--- config.mk ---
export PLATFORM = sky130hd
export DESIGN_NAME = stopwatch_ctrl
export DESIGN_NICKNAME = d
export VERILOG_FILES = /design/src/rtl/stopwatch_pkg.sv /design/src/rtl/btn_debounce.sv /design/src/rtl/stopwatch_ctrl.sv
export SDC_FILE = /design/constraint.sdc
export NUM_CORES = 1
export LEC_CHECK = 0
export CAP_MARGIN = 20
export CORE_MARGIN = 10
export CORE_UTILIZATION = 25
export CTS_CLUSTER_DIAMETER = 120
export CTS_CLUSTER_SIZE = 30
export DETAILED_ROUTE_END_ITERATION = 6
export SYNTH_ARGS = -nofsm -noshare
export SYNTH_HDL_FRONTEND = slang
export SYNTH_SLANG_ARGS = --single-unit
--- constraint.sdc ---
create_clock -name clk -period 3.3 [get_ports clk]
set_input_delay 0.66 -clock clk [delete_from_list [all_inputs] [get_ports clk]]
set_output_delay 0.66 -clock clk [all_outputs]
set_load 0.02 [all_outputs]
--- src/rtl/stopwatch_pkg.sv ---
// Shared definitions for the stopwatch control path and the downstream digit counter stage:
// state encodings, default timing parameters and the prescaler wrap helper.
package stopwatch_pkg;

    localparam int CLK_DIV_DEF    = 500000;
    localparam int DEB_CYCLES_DEF = 1000000;
    localparam int CNT_W          = 19;

    typedef logic [1:0] state_t;

    localparam logic [1:0] ST_IDLE  = 2'd0;
    localparam logic [1:0] ST_RUN   = 2'd1;
    localparam logic [1:0] ST_PAUSE = 2'd2;

    // Modulo increment: returns 0 after reaching last, otherwise cnt + 1.
    function automatic logic [CNT_W-1:0] cnt_wrap_inc(input logic [CNT_W-1:0] cnt,
                                                      input logic [CNT_W-1:0] last);
        if (cnt == last) begin
            return {CNT_W{1'b0}};
        end else begin
            return cnt + {{(CNT_W-1){1'b0}}, 1'b1};
        end
    endfunction

endpackage

--- src/rtl/btn_debounce.sv ---
// Pushbutton front end: 2-flop synchronizer, consecutive-cycle debounce filter
// and a one-cycle press pulse on the rising edge of the debounced level.
module btn_debounce
    import stopwatch_pkg::*;
#(
    parameter int DEB_CYCLES = DEB_CYCLES_DEF
) (
    input  logic clk,
    input  logic reset,
    input  logic btn_in,
    output logic level,
    output logic press
);

    localparam int DW = (DEB_CYCLES > 1) ? $clog2(DEB_CYCLES) : 1;
    localparam logic [DW-1:0] DEB_LAST = DW'(DEB_CYCLES - 1);

    logic          sync1_q;
    logic          sync2_q;
    logic          level_q;
    logic          level_d;
    logic [DW-1:0] deb_cnt_q;
    logic [DW-1:0] deb_cnt_d;
    logic          press_q;
    logic          press_d;

    // Debounce filter: any cycle where the input agrees with the level restarts the count.
    always_comb begin
        level_d   = level_q;
        deb_cnt_d = {DW{1'b0}};
        if (sync2_q != level_q) begin
            if (deb_cnt_q == DEB_LAST) begin
                level_d   = sync2_q;
                deb_cnt_d = {DW{1'b0}};
            end else begin
                level_d   = level_q;
                deb_cnt_d = deb_cnt_q + DW'(1'b1);
            end
        end else begin
            level_d   = level_q;
            deb_cnt_d = {DW{1'b0}};
        end
        press_d = level_d & ~level_q;
    end

    // Synchronizer, filter and pulse state.
    always_ff @(posedge clk or negedge reset) begin
        if (!reset) begin
            sync1_q   <= 1'b0;
            sync2_q   <= 1'b0;
            level_q   <= 1'b0;
            deb_cnt_q <= {DW{1'b0}};
            press_q   <= 1'b0;
        end else begin
            sync1_q   <= btn_in;
            sync2_q   <= sync1_q;
            level_q   <= level_d;
            deb_cnt_q <= deb_cnt_d;
            press_q   <= press_d;
        end
    end

    assign level = level_q;
    assign press = press_q;

endmodule

--- src/rtl/stopwatch_ctrl.sv ---
// Stopwatch control: IDLE/RUN/PAUSE state machine driven by debounced start and clear
// buttons, plus the 10 ms prescaler that feeds the digit counter stage.
module stopwatch_ctrl
    import stopwatch_pkg::*;
#(
    parameter int CLK_DIV    = CLK_DIV_DEF,
    parameter int DEB_CYCLES = DEB_CYCLES_DEF
) (
    input  logic             clk,
    input  logic             reset,
    input  logic             btn_start,
    input  logic             btn_clear,
    output logic [CNT_W-1:0] sec_count,
    output logic             stop,
    output logic             running,
    output logic             tick
);

    localparam logic [CNT_W-1:0] CNT_LAST = CNT_W'(CLK_DIV - 1);

    logic             start_level_s;
    logic             clear_level_s;
    logic             start_press_s;
    logic             clear_press_s;
    logic             unused_s;
    state_t           state_q;
    state_t           state_d;
    logic [CNT_W-1:0] cnt_q;
    logic [CNT_W-1:0] cnt_d;

    btn_debounce #(.DEB_CYCLES(DEB_CYCLES)) u_start_deb (
        .clk    (clk),
        .reset  (reset),
        .btn_in (btn_start),
        .level  (start_level_s),
        .press  (start_press_s)
    );

    btn_debounce #(.DEB_CYCLES(DEB_CYCLES)) u_clear_deb (
        .clk    (clk),
        .reset  (reset),
        .btn_in (btn_clear),
        .level  (clear_level_s),
        .press  (clear_press_s)
    );

    assign unused_s = start_level_s ^ clear_level_s;

    // Next state: clear overrides start; start toggles between RUN and PAUSE.
    always_comb begin
        state_d = state_q;
        if (clear_press_s) begin
            state_d = ST_IDLE;
        end else begin
            case (state_q)
                ST_IDLE: begin
                    if (start_press_s) state_d = ST_RUN;
                    else               state_d = ST_IDLE;
                end
                ST_RUN: begin
                    if (start_press_s) state_d = ST_PAUSE;
                    else               state_d = ST_RUN;
                end
                ST_PAUSE: begin
                    if (start_press_s) state_d = ST_RUN;
                    else               state_d = ST_PAUSE;
                end
                default: state_d = ST_IDLE;
            endcase
        end
    end

    // Prescaler advances only while RUN is the current state, so resume continues seamlessly.
    always_comb begin
        cnt_d = cnt_q;
        if (state_d == ST_IDLE) begin
            cnt_d = {CNT_W{1'b0}};
        end else if (state_q == ST_RUN) begin
            cnt_d = cnt_wrap_inc(cnt_q, CNT_LAST);
        end else begin
            cnt_d = cnt_q;
        end
    end

    // Control state and prescaler registers.
    always_ff @(posedge clk or negedge reset) begin
        if (!reset) begin
            state_q <= ST_IDLE;
            cnt_q   <= {CNT_W{1'b0}};
        end else begin
            state_q <= state_d;
            cnt_q   <= cnt_d;
        end
    end

    // Outputs decode registered state only; the prescaler is hidden outside RUN.
    assign running   = (state_q == ST_RUN);
    assign stop      = (state_q == ST_IDLE);
    assign sec_count = running ? cnt_q : {CNT_W{1'b0}};
    assign tick      = running && (cnt_q == CNT_LAST);

endmodule

==> results by stage <==
Run status:
- The run finished with clean final reports.

Drt:
- In the routed design, unresolved DRC markers number 0.
- In the routed layout, each cell is associated on average with a via count of 4.75.
- The number of iterations in the first detailed-routing pass is 4.
- The starting DRC count in detailed routing is 225.
- The number of vias in the routed layout is 2757.
- The wire length per cell is 13.3 um.
- The residual antenna-violating net count after detailed routing is 0.
- The routed design has 7.72 mm of wire.

Yosys:
- Dividing the synthesized area by the synthesized cell count gives 9.55 um2.
- The sequential fraction of the synthesis area is 49.6%.
- Ranked by total cell area, the synthesized netlist is headed by sky130_fd_sc_hd__dfrtp_1 (50%), sky130_fd_sc_hd__xor2_1 (7.8%), sky130_fd_sc_hd__nor2_1 (5.9%).
- The share of async-settable or async-resettable flops after synthesis is 100%.
- By instance count, the leading cell after synthesis is sky130_fd_sc_hd__dfrtp_1.
- Summing the areas of all compound-gate instances in the mapped netlist gives 6.57% of the synthesized area.
- Multiplexer cells account for 0.969% of the synthesized area.
- In the synthesized netlist, the cells that appear most often are sky130_fd_sc_hd__dfrtp_1 (69), sky130_fd_sc_hd__nor2_1 (55), sky130_fd_sc_hd__nand2_1 (33), sky130_fd_sc_hd__xor2_1 (31), sky130_fd_sc_hd__nand3_1 (28).
- Summing the areas of all xor and xnor instances in the mapped netlist gives 9.80% of the synthesized area.
- sky130_fd_sc_hd__dfrtp_1 takes more of the synthesized area than any other cell.
- The area of the mapped netlist is 3480 um2.
- The most used flip-flop cell after synthesis is sky130_fd_sc_hd__dfrtp_1.
- Synthesis produced 365 cells.
- The main combinational cell family by area after synthesis is simple AND/OR/NAND/NOR gates.
- Synthesis produced a netlist with a net count of 372.
- The number of synthesized flops with an enable pin is 0.
- The warning count from the yosys run is 0.
- In this run, distinct cell masters in the synthesized netlist total 43.
- The area fraction in and, or, nand and nor cells after synthesis is 29.7%.
- The synthesized design devotes to its leading area cell type 49.6% of total area.
- The number of flip-flops and latches in the synthesized netlist is 69.
- The arithmetic-cell share of the synthesized area counting full adders, half adders and majority gates is 1.08%.

Worst setup path:
- In this run the worst path has a maximum fanout of 6.
- Among all stages on the critical path, the largest delay is contributed by sky130_fd_sc_hd__clkdlybuf4s50_1.
- The worst setup path is captured at an output pin.
- Data arrives at the worst endpoint at 2.47 ns.
- The critical path in this run is classified as reg -> out.
- The highest cell delay on the worst timing path is 0.61 ns.
- The reg2reg setup slack is 1.00 ns.
- The worst setup path is launched from a register.
- The required time of the critical path is 2.64 ns.
- The worst register-to-register path begins at u_clear_deb.deb_cnt_q[15].
- The endpoint identified for the worst register-to-register timing path is u_clear_deb.deb_cnt_q[18].
- The critical path goes through or4b_1 -> nor4_2 -> and3_1 -> clkdlybuf4s50_1.
- The number of cells on the worst reg-to-reg path is 5.

Power:
- Dividing total power by cell area gives a power density of 442 nW/um2.
- Summed over all cells, the static leakage comes to 0.00177 uW.
- The post-route total power is 1880 uW.
- The maximum resistive drop on vdd is 0.246 mV.

Run:
- Max-cap violations in this run came to 0.

Clock tree:
- The clock network latency to the later pin of the worst-skew pair is 0.33 ns.
- The tree is rooted in a sky130_fd_sc_hd__clkbuf_16.
- TritonCTS built the clock tree.
- CTS saw 69 sinks.
- The hold buffer count at CTS is 0.
- The number of buffers added by the clock tree synthesis step is 9.
- After clock tree synthesis, the setup repair step added 0 buffers.
- No sink is reached through more buffers than the 2 on the longest clock path.
- The H-tree depth is 3.
- After clock tree synthesis, the clock-pin slew on the worst setup and hold paths is 0.06 ns.

Place:
- Buffers placed on the I/O ports in this run total 25.
- Prior to clock tree synthesis, the placed netlist has a worst setup slack of 0.515 ns.
- The detailed-placement wirelength estimate is 5.32 mm.
- The placer's final routability congestion estimate is 0.851.

Final layout:
- The net count of the finished layout is 403.
- Cells with a size suffix above 1 make up 6.23% of the layout.
- From synthesis to final layout, the design area changed by 21.9%.
- 0 antenna diodes ended up in the layout.
- For this run, the share of the core covered by cells in the final layout is 30.8%.

Timing:
- The number of pins exceeding their max-slew limit in the final report was 0.
- After layout, the minimum clock period comes to 3.13 ns.
- At the pin with the least slew margin, the transition time is 0.640 ns.
- Dividing the final minimum period by the clock period gives 94.8%.
- Across all setup checks in the final design, the least slack found is 0.173 ns.
- The maximum clock skew at final layout is 0.00825 ns.
- Setup violations remaining at the end of the flow were counted as 0.
- Static timing analysis puts the maximum clock frequency at 0.320 GHz.
- Hold is met by 0.345 ns.
- The total negative slack is 0 ns.
- Setup repair after global routing left no endpoint under its margin.
- Measured against its own limit, the worst slew margin works out to 57.0%.
- The hold violation total from the final report is 0.

Floorplanning:
- In this run the core area contains 43 standard-cell rows.
- In this run the horizontal extent of the chip is 138 um.
- 26 I/O pins were placed.
- From bottom edge to top edge, the die measures 138 um.
- The full die area is 19100 um2.
- The initial cell density of the core is 25.3%.
- In this run the standard cell core region covers 13800 um2.

Global route:
- The number of antenna violations at the first check in global routing is 0.
- The global-route wire length before repair is 13.6 mm.
- The total global routing track utilization is 8.34%.
- Entering global routing, the biggest net connects 70 pins.
- The via count of the first global-routing pass is 2759.
- The total congestion overflow is 0.

Min path:
- The class of the most critical hold timing path is in -> async.
## placed cells by master, fill, tap and decap left out, drive strengths merged, types with 2 or more instances in the layout
master         count
nand2             33
a31oi              7
inv                5
nor3b              3
nor4               3
nand3             29
and4               4
ha                 3
xnor2              8
xor2              31
clkbuf            13
o21ai              9
buf                5
clkinv             2
or3               10
or4                2
nor2              55
and2              20
a21o               6
nand2b             3
nand4             10
or4b               2
a21oi              7
mux2               3
nand4b             3
and3               9
dfrtp             69
clkdlybuf4s50     24
o311ai             3
nor3              12
## power by group
group          switching, uW  internal, uW  total, uW
logic                   29.3          11.6       40.9
registers               7.59           855        863
clock network            349           626        975
total                    386          1490       1880
## metal layers
metal	track usage, %	vias to the layer above	routed length [um]
met1	10.6	1344	3640
li1	-	1337	-
met2	12.5	61	3530
met3	2.84	15	391
met5	0	-	0
met4	3.61	0	161
## cells by family (layout without fill, tap and decap cells)
logic type / after synthesis / after routing
mux: 3 / 3
compound gates: 36 / 36
simple gates: 200 / 200
flops: 69 / 69
xor+xnor: 39 / 39
buf+inv: 15 / 51
fa+ha+maj: 3 / 3
## worst max-delay path by stage
stage	start	cells past startpoint	slack, ns	endpoint
floorplan	state_q[1]	5	1.16	sec_count[11]
global route	cnt_q[0]	5	0.0003	tick
CTS	cnt_q[0]	5	0.14	tick
finish	cnt_q[11]	4	0.17	tick
detailed placement	cnt_q[0]	5	0.52	tick
global placement	cnt_q[0]	5	0.51	tick
## repair_timing
action / in CTS / in global routing
endpoints found under the hold margin: 0 / 0
endpoints found under the setup margin: 0 / 1
gates resized for setup: 0 / 1
## final cells by class
cell class / count / area, um2
fill: 1476 / 9530
clock inverter: 3 / 43.8
tap: 180 / 225
sequential: 69 / 1730
clock buffer: 13 / 260
multi-input combinational: 281 / 1680
inverter: 6 / 26.3
timing repair buffer: 29 / 288
## critical path: cells and delay by family, from the launching register on
kind	cells	cell delay [ns]
buffers and inverters	1	0.61
DFF	1	0.43
and+or+nand+nor	3	1.09
## flip-flops by register name, indices dropped and copies added, names as in the netlist, 2 cells and up
name and count:
u_clear_deb.deb_cnt_q 20, state_q 2, u_start_deb.deb_cnt_q 20, cnt_q 19
## stage by stage
stage	cells	area, um2
3_5_place_dp	565	3940
6_report	581	4250
3_3_place_gp	565	3940
2_1_floorplan	365	3480
4_1_cts	581	4240
5_1_grt	581	4250
Note: power is estimated with default switching activity, not from simulation.
==> patch 1, RTL diff (same settings) <==
Set the package constant `CNT_W` to 17 (it was 19).
--- a/src/rtl/stopwatch_pkg.sv
+++ b/src/rtl/stopwatch_pkg.sv
@@ -4,7 +4,7 @@
 
     localparam int CLK_DIV_DEF    = 500000;
     localparam int DEB_CYCLES_DEF = 1000000;
-    localparam int CNT_W          = 19;
+    localparam int CNT_W          = 17;
 
     typedef logic [1:0] state_t;
 
Ports: changed (resized sec_count); port bits go from 26 to 24. No check against the original RTL was run, so the function may have changed too.
==> patch 1 against the original RTL <==
- final cell count increased by 1.5%
- synthesized area increased by 2.3%
- wire length increased by 2.3%
- total power increased by 0.37%
- final area increased by 1.2%
- sequential power decreased by 2.5%
- clock skew decreased by 0.0023 ns
- fmax increased by 3.6%
- setup slack improved by 0.11 ns
- sequential cell count decreased by 2
- sequential share of layout area decreased by 1.7 points
- critical path type unchanged
==> patch 1: results (changes against the original RTL) <==
[outcome]
status = finished, final reports clean  ; unchanged

[cells_and_area]
seq_area_sq_um = 1680  ; was 1730 sq um
buffers = 30  ; was 29
seq_share_pct = 39.0  ; was 40.6%
fillCellCount = 1436  ; was 1476
drive_gt1_share_pct = 7.56  ; was 6.23%
top_regs = u_clear_deb.deb_cnt_q (20), u_start_deb.deb_cnt_q (20), cnt_q (17)  ; was u_clear_deb.deb_cnt_q (20), u_start_deb.deb_cnt_q (20), cnt_q (19)
final-clk-cell-share_pct = 7.22  ; was 7.16%
multi_input_comb_area_sq_um = 1750  ; was 1680 sq um
inverters_excl_clock = 16  ; was 6
buffer_area_share_pct = 6.40  ; was 6.77%
nets = 412  ; was 403
clock_buffers = 11  ; was 13

[placed_design]
placed_area_sq_um = 3990  ; was 3940 sq um
dp_hpwl_mm = 5.36  ; was 5.32 mm
place.gp.congestion = 0.877  ; was 0.851
port_buffers = 23  ; was 25

[route]
drt-met1-wl_mm = 3.74  ; was 3.64 mm
vias = 2927  ; was 2757
avgRoutedWirePerCell_um = 13.4  ; was 13.3 um
met3_length_um = 338  ; was 391 um
drtIter0Drc = 199  ; was 225
wl_met2_mm = 3.71  ; was 3.53 mm

[cts]
clock-root-buffer = clkbuf_16  ; unchanged

[synth]
ys_top_cells_by_count = dfrtp_1, nor2_1, nand3_1  ; was dfrtp_1, nor2_1, nand2_1
ys_types = 40  ; was 43
synth_seq_cells = 67  ; was 69
ys_top_cells_by_area = dfrtp_1, nand3_1, nor2_1  ; was dfrtp_1, xor2_1, nor2_1
muxShareOfSynthArea_pct = 0.948  ; was 0.969%
synth_xor_area_share_pct = 6.88  ; was 9.80%
syn_nets = 389  ; was 372
yosysSeqAreaShare_pct = 47.1  ; was 49.6%
synth-compound-area-share_pct = 9.97  ; was 6.57%
synthAdderAreaFrac_pct = 1.05  ; was 1.08%

[power_and_ir_drop]
pg_comb_uw = 43.9  ; was 40.9 uW
p_leak_nw = 1.63  ; was 1.77 nW
power.internal_mw = 1.50  ; was 1.49 mW
vdd_drop_max_mv = 0.242  ; was 0.246 mV

[hold_path]
min_path_type = reg2reg  ; was in2async

[worst_setup_path]
reg2reg_to = cnt_q[10]  ; was u_clear_deb.deb_cnt_q[18]
r2r_cells = 6  ; was 5
crit-reg2reg-launch = cnt_q[0]  ; was u_clear_deb.deb_cnt_q[15]
cp_slowest_cell = clkdlybuf4s50_1  ; unchanged
reg2reg_slack_ns = 1.24  ; was 1.00 ns
crit_family = simple AND/OR/NAND/NOR gates  ; unchanged
arrival_ns = 2.36  ; was 2.47 ns

[global_routing]
grt_start_max_net_pins = 68  ; was 70
use_met1_pct = 9.86  ; was 10.6%
grt_pass1_vias = 2696  ; was 2759
met3_usage_pct = 2.14  ; was 2.84%
grt_pass1_wl_mm = 13.1  ; was 13.6 mm
grt_use_met2_pct = 12.3  ; was 12.5%
globalRouteTotalUtil_pct = 7.89  ; was 8.34%

[sta]
worstMarginPinSlew_ns = 0.837  ; was 0.640 ns
finalClockSkew_ns = 0.00592  ; was 0.00825 ns
hold_ws_ns = 0.345  ; about the same

==> patch 1: cell count changes after synthesis, moves of 7 or more <==
cell	unedited run	this run
a31oi_1	7	20
o22ai_1	0	8
inv_1	6	16
clkbuf_1	4	11
nand4_1	10	22
nor2_1	55	42
nand2_1	33	18
xor2_1	31	17
==> patch 1: cells by family (layout without fill, tap and decap cells) <==
| logic type | after synthesis | count (layout) |
|---|---|---|
| simple gates | 191 | 191 |
| flops | 67 | 67 |
| compound gates | 56 | 56 |
| buf+inv | 34 | 62 |
| xor+xnor | 28 | 28 |
| fa+ha+maj | 3 | 3 |
| mux | 3 | 3 |
==> patch 1: stage by stage <==
stage	std cells	worst slack (ns)	power (mW)
after detailed placement	573	0.632	0.901
after CTS	589	0.292	1.91
after global placement	573	0.705	0.900
after floorplan	382	0.950	0.873
after global routing	590	0.132	1.95
final	590	0.283	1.89
==> patch 2, RTL diff (same settings) <==
Without the edit above. Put a register stage on the output `sec_count`, cleared by the reset. The value now appears one clock later. The other outputs are not delayed to match.
--- a/src/rtl/stopwatch_ctrl.sv
+++ b/src/rtl/stopwatch_ctrl.sv
@@ -96,7 +96,13 @@
     // Outputs decode registered state only; the prescaler is hidden outside RUN.
     assign running   = (state_q == ST_RUN);
     assign stop      = (state_q == ST_IDLE);
-    assign sec_count = running ? cnt_q : {CNT_W{1'b0}};
+    always_ff @(posedge clk or negedge reset) begin
+        if (!reset) begin
+            sec_count <= '0;
+        end else begin
+            sec_count <= running ? cnt_q : {CNT_W{1'b0}};
+        end
+    end
     assign tick      = running && (cnt_q == CNT_LAST);
 
 endmodule
Behaviour: same outputs for any inputs over 10 cycles, from zero or initial values and one cycle with reset low; that may be too few to reach the edited logic, so the function may still have changed.
==> patch 2 against the original RTL <==
- synthesized area up 16%
- final area is 15% higher
- setup slack better by 0.18 ns
- sequential cell count grew 19
- wire length grew 7.5%
- fmax up 6.1%
- core utilization down 0.12 points
- total power up 19%
- die area up 14%
- hold slack got worse by 0.070 ns
- count of clock-buffer cells in the layout is 1 lower
- largest cell class unchanged
- highest routed layer unchanged
==> patch 2: results (changes against the original RTL) <==
[sta]
finalClockSkew_ns = 0.00520  ; was 0.00825 ns
fin_ws_ns = 0.354  ; was 0.173 ns
max-slew-margin-rel_pct = 32.7  ; was 57.0%

[global_routing]
grt_pass1_wl_mm = 14.5  ; was 13.6 mm
grt_start_max_net_pins = 53  ; was 70
grt_pass1_vias = 2957  ; was 2759
globalRouteTotalUtil_pct = 7.99  ; was 8.34%

[outcome]
status = finished, final reports clean  ; unchanged

[cells_and_area]
clock_buffers = 12  ; was 13
seq_area_sq_um = 2200  ; was 1730 sq um
drive_gt1_share_pct = 8.31  ; was 6.23%
top_regs = u_clear_deb.deb_cnt_q (20), u_start_deb.deb_cnt_q (20)  ; was u_clear_deb.deb_cnt_q (20), u_start_deb.deb_cnt_q (20), cnt_q (19)
nFlopsAndLatches = 88  ; was 69
inverters_excl_clock = 9  ; was 6
buffer_area_share_pct = 6.25  ; was 6.77%
multi_input_area_share_pct = 35.8  ; was 39.5%
fillCellCount = 1631  ; was 1476
nets = 424  ; was 403

[synth]
yosysSeqAreaShare_pct = 54.5  ; was 49.6%
ys_top_cells_by_count = dfrtp_1, nor2_1, a21oi_1  ; was dfrtp_1, nor2_1, nand2_1
synth_xor_area_share_pct = 6.71  ; was 9.80%
ys_top_cells_by_area = dfrtp_1, xor2_1, nor2_1  ; unchanged
synthAdderAreaFrac_pct = 0.928  ; was 1.08%
synth-compound-area-share_pct = 9.96  ; was 6.57%
muxShareOfSynthArea_pct = 1.08  ; was 0.969%
ys_types = 41  ; was 43
syn_nets = 397  ; was 372
synth_cells = 390  ; was 365

[placed_design]
placed_area_sq_um = 4560  ; was 3940 sq um
place.gp.congestion = 0.806  ; was 0.851
dp_cells = 622  ; was 565
dp_slack_ns = 0.710  ; was 0.515 ns
dp_hpwl_mm = 5.71  ; was 5.32 mm

[route]
drt-met1-wl_mm = 4.15  ; was 3.64 mm
avgRoutedWirePerCell_um = 13.0  ; was 13.3 um
wl_met2_mm = 3.77  ; was 3.53 mm
met3_length_um = 273  ; was 391 um

[worst_setup_path]
r2r_cells = 4  ; was 5
cpPeakStageDelay_ns = 0.65  ; was 0.61 ns
reg2reg_to = u_clear_deb.deb_cnt_q[2]  ; was u_clear_deb.deb_cnt_q[18]
arrival_ns = 2.29  ; was 2.47 ns

[power_and_ir_drop]
p_leak_nw = 1.94  ; was 1.77 nW
vdd_drop_max_mv = 0.332  ; was 0.246 mV

[floorplan]
fp-row-count = 46  ; was 43

==> patch 2: cell types whose count changed in the layout (fill, tap and decap cells not counted), sizes merged, moves of 12 or more <==
cell   before  now
o31ai       1   14
or4         2   15
dfrtp      69   88
nor2       55   39
nand2      33   21
xor2       31   17
a21oi       7   26
==> patch 2: worst min-delay path by stage <==
stage	slack [ns]	end	depth (start not counted)
after floorplan	0.33	u_clear_deb.sync2_q	0
after global placement	0.33	u_start_deb.sync2_q	0
after detailed placement	0.34	u_clear_deb.sync2_q	0
after CTS	0.30	sec_count[10]	1
after global routing	0.32	sec_count[10]	1
final	0.28	sec_count[10]	1
==> patch 2: per-layer routing <==
metal  vias up  global-route usage, %
li1       1449                      -
met1      1440                   10.3
met2        40                   12.4
met3         7                   2.27
met4         0                   3.02
met5         -                      0
==> patch 2: where the power goes <==
part	switching (mW)	leakage, nW	internal (mW)
Clock	0.397	0.159	0.699
Combinational	0.0345	0.570	0.0148
Sequential	0.00876	1.22	1.09
Total	0.441	1.94	1.80
